`config.mk`:
```
export PLATFORM = sky130hd
export DESIGN_NAME = gate_bist_ctrl
export DESIGN_NICKNAME = d
export VERILOG_FILES = /design/src/rtl/gate_bist_ctrl.sv
export SDC_FILE = /design/constraint.sdc
export NUM_CORES = 1
export LEC_CHECK = 0
export ABC_AREA = 1
export CAP_MARGIN = 20
export CORE_MARGIN = 2
export CORE_UTILIZATION = 55
export CTS_BUF_LIST = sky130_fd_sc_hd__clkbuf_16
export CTS_CLUSTER_SIZE = 25
export DETAILED_ROUTE_END_ITERATION = 12
export PLACE_DENSITY = 0.87
export SLEW_MARGIN = 10
export SYNTH_ARGS = -nofsm -noshare
export SYNTH_HDL_FRONTEND = slang
export SYNTH_SLANG_ARGS = --single-unit
```
`constraint.sdc`:
```
create_clock -name clk -period 2.7 [get_ports clk]
set_input_delay 0.54 -clock clk [delete_from_list [all_inputs] [get_ports clk]]
set_output_delay 0.54 -clock clk [all_outputs]
set_load 0.1 [all_outputs]
```
`src/rtl/gate_bist_ctrl.sv`:
```
// ============================================================================
// Module   : gate_bist_ctrl
// Purpose  : Clocked stimulus/compare wrapper for a 2-input AND gate. Steps
//            {a,b} through 00,01,10,11, holds each vector HOLD_CYCLES cycles,
//            samples the gate output and reports per-vector failures, a
//            saturating error count and an overall pass flag.
// Options  : GATE_BIST_LOOP_EN - adds loop_en input; back-to-back passes with
//            accumulating err_count/fail_vec while loop_en is high.
// Revision : 1.0 - initial release
// ============================================================================
`timescale 1ns/1ps
`default_nettype none

module gate_bist_ctrl #(
  parameter int HOLD_CYCLES = 5,
  parameter int CNT_W       = 8
) (
  input  logic             clk,
  input  logic             rst_n,
  input  logic             start,
`ifdef GATE_BIST_LOOP_EN
  input  logic             loop_en,
`endif
  input  logic             dut_y,
  output logic             dut_a,
  output logic             dut_b,
  output logic             busy,
  output logic             done,
  output logic             pass,
  output logic [CNT_W-1:0] err_count,
  output logic [3:0]       fail_vec,
  output logic [1:0]       vec_idx
);

  localparam int                HOLD_W    = (HOLD_CYCLES > 1) ? $clog2(HOLD_CYCLES) : 1;
  localparam logic [HOLD_W-1:0] HOLD_LAST = HOLD_W'(HOLD_CYCLES - 1);
  localparam logic [CNT_W-1:0]  CNT_MAX   = '1;

  typedef enum logic [1:0] {
    S_IDLE  = 2'd0,
    S_APPLY = 2'd1,
    S_DONE  = 2'd2
  } state_t;

  state_t            state_q, state_d;
  logic [HOLD_W-1:0] hold_q, hold_d;
  logic [1:0]        vec_q, vec_d;
  logic              a_q, a_d;
  logic              b_q, b_d;
  logic              busy_q, busy_d;
  logic              done_q, done_d;
  logic              pass_q, pass_d;
  logic [CNT_W-1:0]  err_q, err_d;
  logic [3:0]        fail_q, fail_d;

  logic              mismatch;
  logic [CNT_W-1:0]  err_inc;

  // Next-state and next-output computation; every output is registered so
  // the gate inputs change cleanly on the clock edge.
  always_comb begin
    state_d = state_q;
    hold_d  = hold_q;
    vec_d   = vec_q;
    a_d     = a_q;
    b_d     = b_q;
    busy_d  = busy_q;
    done_d  = 1'b0;
    pass_d  = pass_q;
    err_d   = err_q;
    fail_d  = fail_q;

    // Case-equality so an X/Z on the gate output is reported as a failure.
    mismatch = (dut_y !== (a_q & b_q));
    err_inc  = (err_q == CNT_MAX) ? err_q : err_q + 1'b1;

    case (state_q)
      S_IDLE: begin
        a_d    = 1'b0;
        b_d    = 1'b0;
        busy_d = 1'b0;
        if (start) begin
          state_d = S_APPLY;
          vec_d   = 2'd0;
          hold_d  = '0;
          err_d   = '0;
          fail_d  = 4'b0000;
          pass_d  = 1'b0;
          busy_d  = 1'b1;
        end
      end

      S_APPLY: begin
        if (hold_q == HOLD_LAST) begin
          hold_d = '0;
          vec_d  = vec_q + 2'd1;
          if (mismatch) begin
            err_d         = err_inc;
            fail_d[vec_q] = 1'b1;
          end
          if (vec_q == 2'd3) begin
            // Verdict includes a mismatch found on this very sample.
            state_d = S_DONE;
            done_d  = 1'b1;
            busy_d  = 1'b0;
            a_d     = 1'b0;
            b_d     = 1'b0;
            pass_d  = (err_d == '0);
          end else begin
            {a_d, b_d} = vec_q + 2'd1;
          end
        end else begin
          hold_d = hold_q + HOLD_W'(1);
        end
      end

      S_DONE: begin
        state_d = S_IDLE;
`ifdef GATE_BIST_LOOP_EN
        // Looping keeps err/fail so results accumulate over passes.
        if (loop_en) begin
          state_d = S_APPLY;
          vec_d   = 2'd0;
          hold_d  = '0;
          busy_d  = 1'b1;
          a_d     = 1'b0;
          b_d     = 1'b0;
        end
`endif
      end

      default: begin
        state_d = S_IDLE;
        busy_d  = 1'b0;
        a_d     = 1'b0;
        b_d     = 1'b0;
      end
    endcase
  end

  // State and output registers; reset abandons any run without a done pulse.
  always_ff @(posedge clk or negedge rst_n) begin
    if (!rst_n) begin
      state_q <= S_IDLE;
      hold_q  <= '0;
      vec_q   <= 2'd0;
      a_q     <= 1'b0;
      b_q     <= 1'b0;
      busy_q  <= 1'b0;
      done_q  <= 1'b0;
      pass_q  <= 1'b0;
      err_q   <= '0;
      fail_q  <= 4'b0000;
    end else begin
      state_q <= state_d;
      hold_q  <= hold_d;
      vec_q   <= vec_d;
      a_q     <= a_d;
      b_q     <= b_d;
      busy_q  <= busy_d;
      done_q  <= done_d;
      pass_q  <= pass_d;
      err_q   <= err_d;
      fail_q  <= fail_d;
    end
  end

  assign dut_a     = a_q;
  assign dut_b     = b_q;
  assign busy      = busy_q;
  assign done      = done_q;
  assign pass      = pass_q;
  assign err_count = err_q;
  assign fail_vec  = fail_q;
  assign vec_idx   = vec_q;

endmodule

`default_nettype wire

```
==> run summary <==
Multi-input gate area -> 646 um2
Clk Latency, worst-skew pair -> 0.26 ns
initial antenna violation count -> 0
chip height -> 54.3 um
GRT overflow -> 0
register bit total from synthesis -> 24
GRT Total Usage -> 0.239
Post-CTS Setup Bufs -> 0
most used cell along the critical path -> nand2_1
root buffer cell -> clkbuf_16
global placement routability congestion -> 0.903
WS Path Type -> input port to flip-flop
Slew @ Worst Pin -> 0.301 ns
Final setup viols -> 0
max_cap viols -> 0
Worst R2R Setup Slack -> 1.08 ns
WL/cell -> 12.7 um
synth warn -> 0
Post-Synthesis Cells -> 183
via density per instance -> 5.28
Hold Crit Start -> busy
Hold Buf Count CTS -> 0
R2R depth -> 10
area delta synth->final -> 21.9%
RSZ-0062 raised after global routing -> no
Initial Util -> 0.572
Layout Skew -> 0.00207 ns
n_diodes -> 0
number of global-route vias before repair -> 1158
vias post-DR -> 1256
Routed WL -> 3.01 mm
number of port buffers -> 22
CP Launch Type -> input port
layout cell share with drive strength beyond 1 -> 0.197
Mapped Nets -> 194
DRC Markers -> 0
register area -> 601 um2
H-tree depth -> 1
Final Hold Vio Count -> 0
setup_tns -> 0 ns
largest net degree at the start of global routing -> 25
Rows -> 18
core area -> 2430 um2
CP peak stage delay -> 0.48 ns
Worst Setup EP -> pass
Worst Setup SP -> dut_y
status -> finished clean
die span in x -> 54.3 um
Final Max Slew Viols -> 0
final net count -> 220
Crit-path slowest cell -> clkdlybuf4s50_1
Reg-to-Reg Start -> err_count[0]
Ports -> 23
HPWL Detailed -> 2.30 mm
worst-path cell chain -> clkdlybuf4s50_1 > inv_1 > nand2_1 > nand2_2 > inv_4 > nand2_2 > o21ai_1 > nand2_1 > nor2_1 > nand2_1 > nand2_1
required time worst endpoint -> 2.90 ns
kind of cell adding the most delay to the critical path -> buffers and inverters
first-pass GRT wire length -> 4.95 mm
Rel. slew slack -> 0.799
filler instances -> 179
crit path DAT -> 1.96 ns
Yosys cell types -> 25
DRT Pass-1 Iters -> 4
synthesized area -> 1390 um2
worst hold path class -> flip-flop to flip-flop
Fmax -> 0.568 GHz
critical path depth in cells -> 11
CP Max Fanout -> 13
Clock Pin Slew Worst Setup and Hold Paths -> 0.06 ns
Final ANT Viol Nets -> 0
DR iter-0 viols -> 19
reg2reg end -> pass
post-synthesis sequential area ratio -> 0.432
clock tree buffer depth -> 2
crit end category -> flip-flop
CTS tree -> done
PostCTS Resize Cnt -> 0
clock sink count -> 24
period utilisation layout -> 0.652
Mapped Avg Cell Area -> 7.60 um2
die area -> 2950 um2
CTS buffer count -> 3
minimum clock period after layout -> 1.76 ns
Buf/Inv on CP -> 3
==> cell families after synthesis <==
family | after synthesis | synth area share
compound gates | 25 | 0.106
xor+xnor | 2 | 0.0126
fa+ha+maj | 7 | 0.0630
buf+inv | 34 | 0.104
flops | 24 | 0.432
simple gates | 91 | 0.283
==> per-layer routing <==
metal  track usage  vias up  wire length [um]
li1              -      628                 -
met1         0.298      586              1350
met2         0.412       37              1510
met3        0.0383        5               114
met4        0.0958        0                37
met5             0        -                 0
==> Yosys cell counts <==
| library cell | number | area (um2) |
|---|---|---|
| nand3_1 | 12 | 60.1 |
| clkinv_1 | 1 | 3.75 |
| nor2_1 | 16 | 60.1 |
| buf_6 | 1 | 11.3 |
| inv_2 | 3 | 11.3 |
| o2111ai_1 | 1 | 8.76 |
| nand3_2 | 2 | 20.0 |
| o21ai_1 | 1 | 5.00 |
| o21ai_2 | 1 | 8.76 |
| nand2_2 | 4 | 25.0 |
| a21oi_1 | 6 | 30.0 |
| inv_4 | 2 | 12.5 |
| nand4_1 | 1 | 6.26 |
| dfrtp_1 | 24 | 601 |
| ha_1 | 7 | 87.6 |
| inv_1 | 26 | 97.6 |
| nor3_1 | 1 | 5.00 |
| o21ai_0 | 8 | 40.0 |
| buf_4 | 1 | 7.51 |
| a22o_1 | 1 | 8.76 |
| a21oi_2 | 1 | 8.76 |
| nand2_1 | 51 | 191 |
| nor2_2 | 4 | 25.0 |
| o22ai_1 | 6 | 37.5 |
| xnor2_1 | 2 | 17.5 |
==> cells in the final DEF, fill, tap and decap left out, types with 2 or more instances in the layout <==
master           count
buf_4               20
o21ai_0              8
nand2_2              4
o22ai_1              6
nor2_1              16
nand3_2              2
a21oi_1              6
dfrtp_1             24
nand2_1             51
inv_4                2
clkbuf_16            3
inv_2                3
clkdlybuf4s50_1      3
xnor2_1              2
nand3_1             12
inv_1               26
nor2_2               4
ha_1                 7
==> stage by stage <==
| step | worst slack, ns | std cells | hold WS [ns] | cell area (um2) | utilization |
|---|---|---|---|---|---|
| 6_report | 0.940 | 238 | 0.479 | 1690 | 0.697 |
| 5_1_grt | 0.814 | 238 | 0.498 | 1690 | 0.697 |
| 4_1_cts | 0.934 | 238 | 0.483 | 1690 | 0.697 |
| 3_5_place_dp | 0.666 | 234 | 0.467 | 1590 | 0.653 |
| 3_3_place_gp | 0.710 | 234 | 0.464 | 1590 | 0.653 |
| 2_1_floorplan | 0.584 | 183 | 0.244 | 1390 | - |
==> worst min path at each step <==
| stage | end | slack, ns | cells after the start |
|---|---|---|---|
| 2_1_floorplan | busy | 0.24 | 0 |
| 3_3_place_gp | busy | 0.46 | 2 |
| 3_5_place_dp | busy | 0.47 | 2 |
| 4_1_cts | busy | 0.48 | 2 |
| 5_1_grt | busy | 0.50 | 2 |
| 6_report | busy | 0.48 | 2 |
==> area by class of cell <==
cell class,count,area share
Timing Repair Buffer,23,0.106
Clock inverter,1,0.0177
Sequential cell,24,0.355
Clock buffer,3,0.0443
Tap cell,30,0.0222
Multi-Input combinational cell,125,0.381
Inverter,32,0.0739
==> sequential cells by signal, indices dropped and copies added, names as in the netlist <==
register   flops
dut_a          1
fail_vec       4
busy           1
done           1
pass           1
state_q        2
hold_q         3
dut_b          1
err_count      8
vec_idx        2
==> worst register-to-register path: cells and delay by family (launching register included) <==
family	cells	cell delay, ns
and+or+nand+nor	7	0.62
DFF	1	0.42
adders and majority gates	1	0.26
AOI/OAI and AO/OA	1	0.20
buffers and inverters	1	0.05
Power is left out: the tool's default activity adds up to more than one toggle a clock period on the data nets, which glitch-free logic cannot reach.
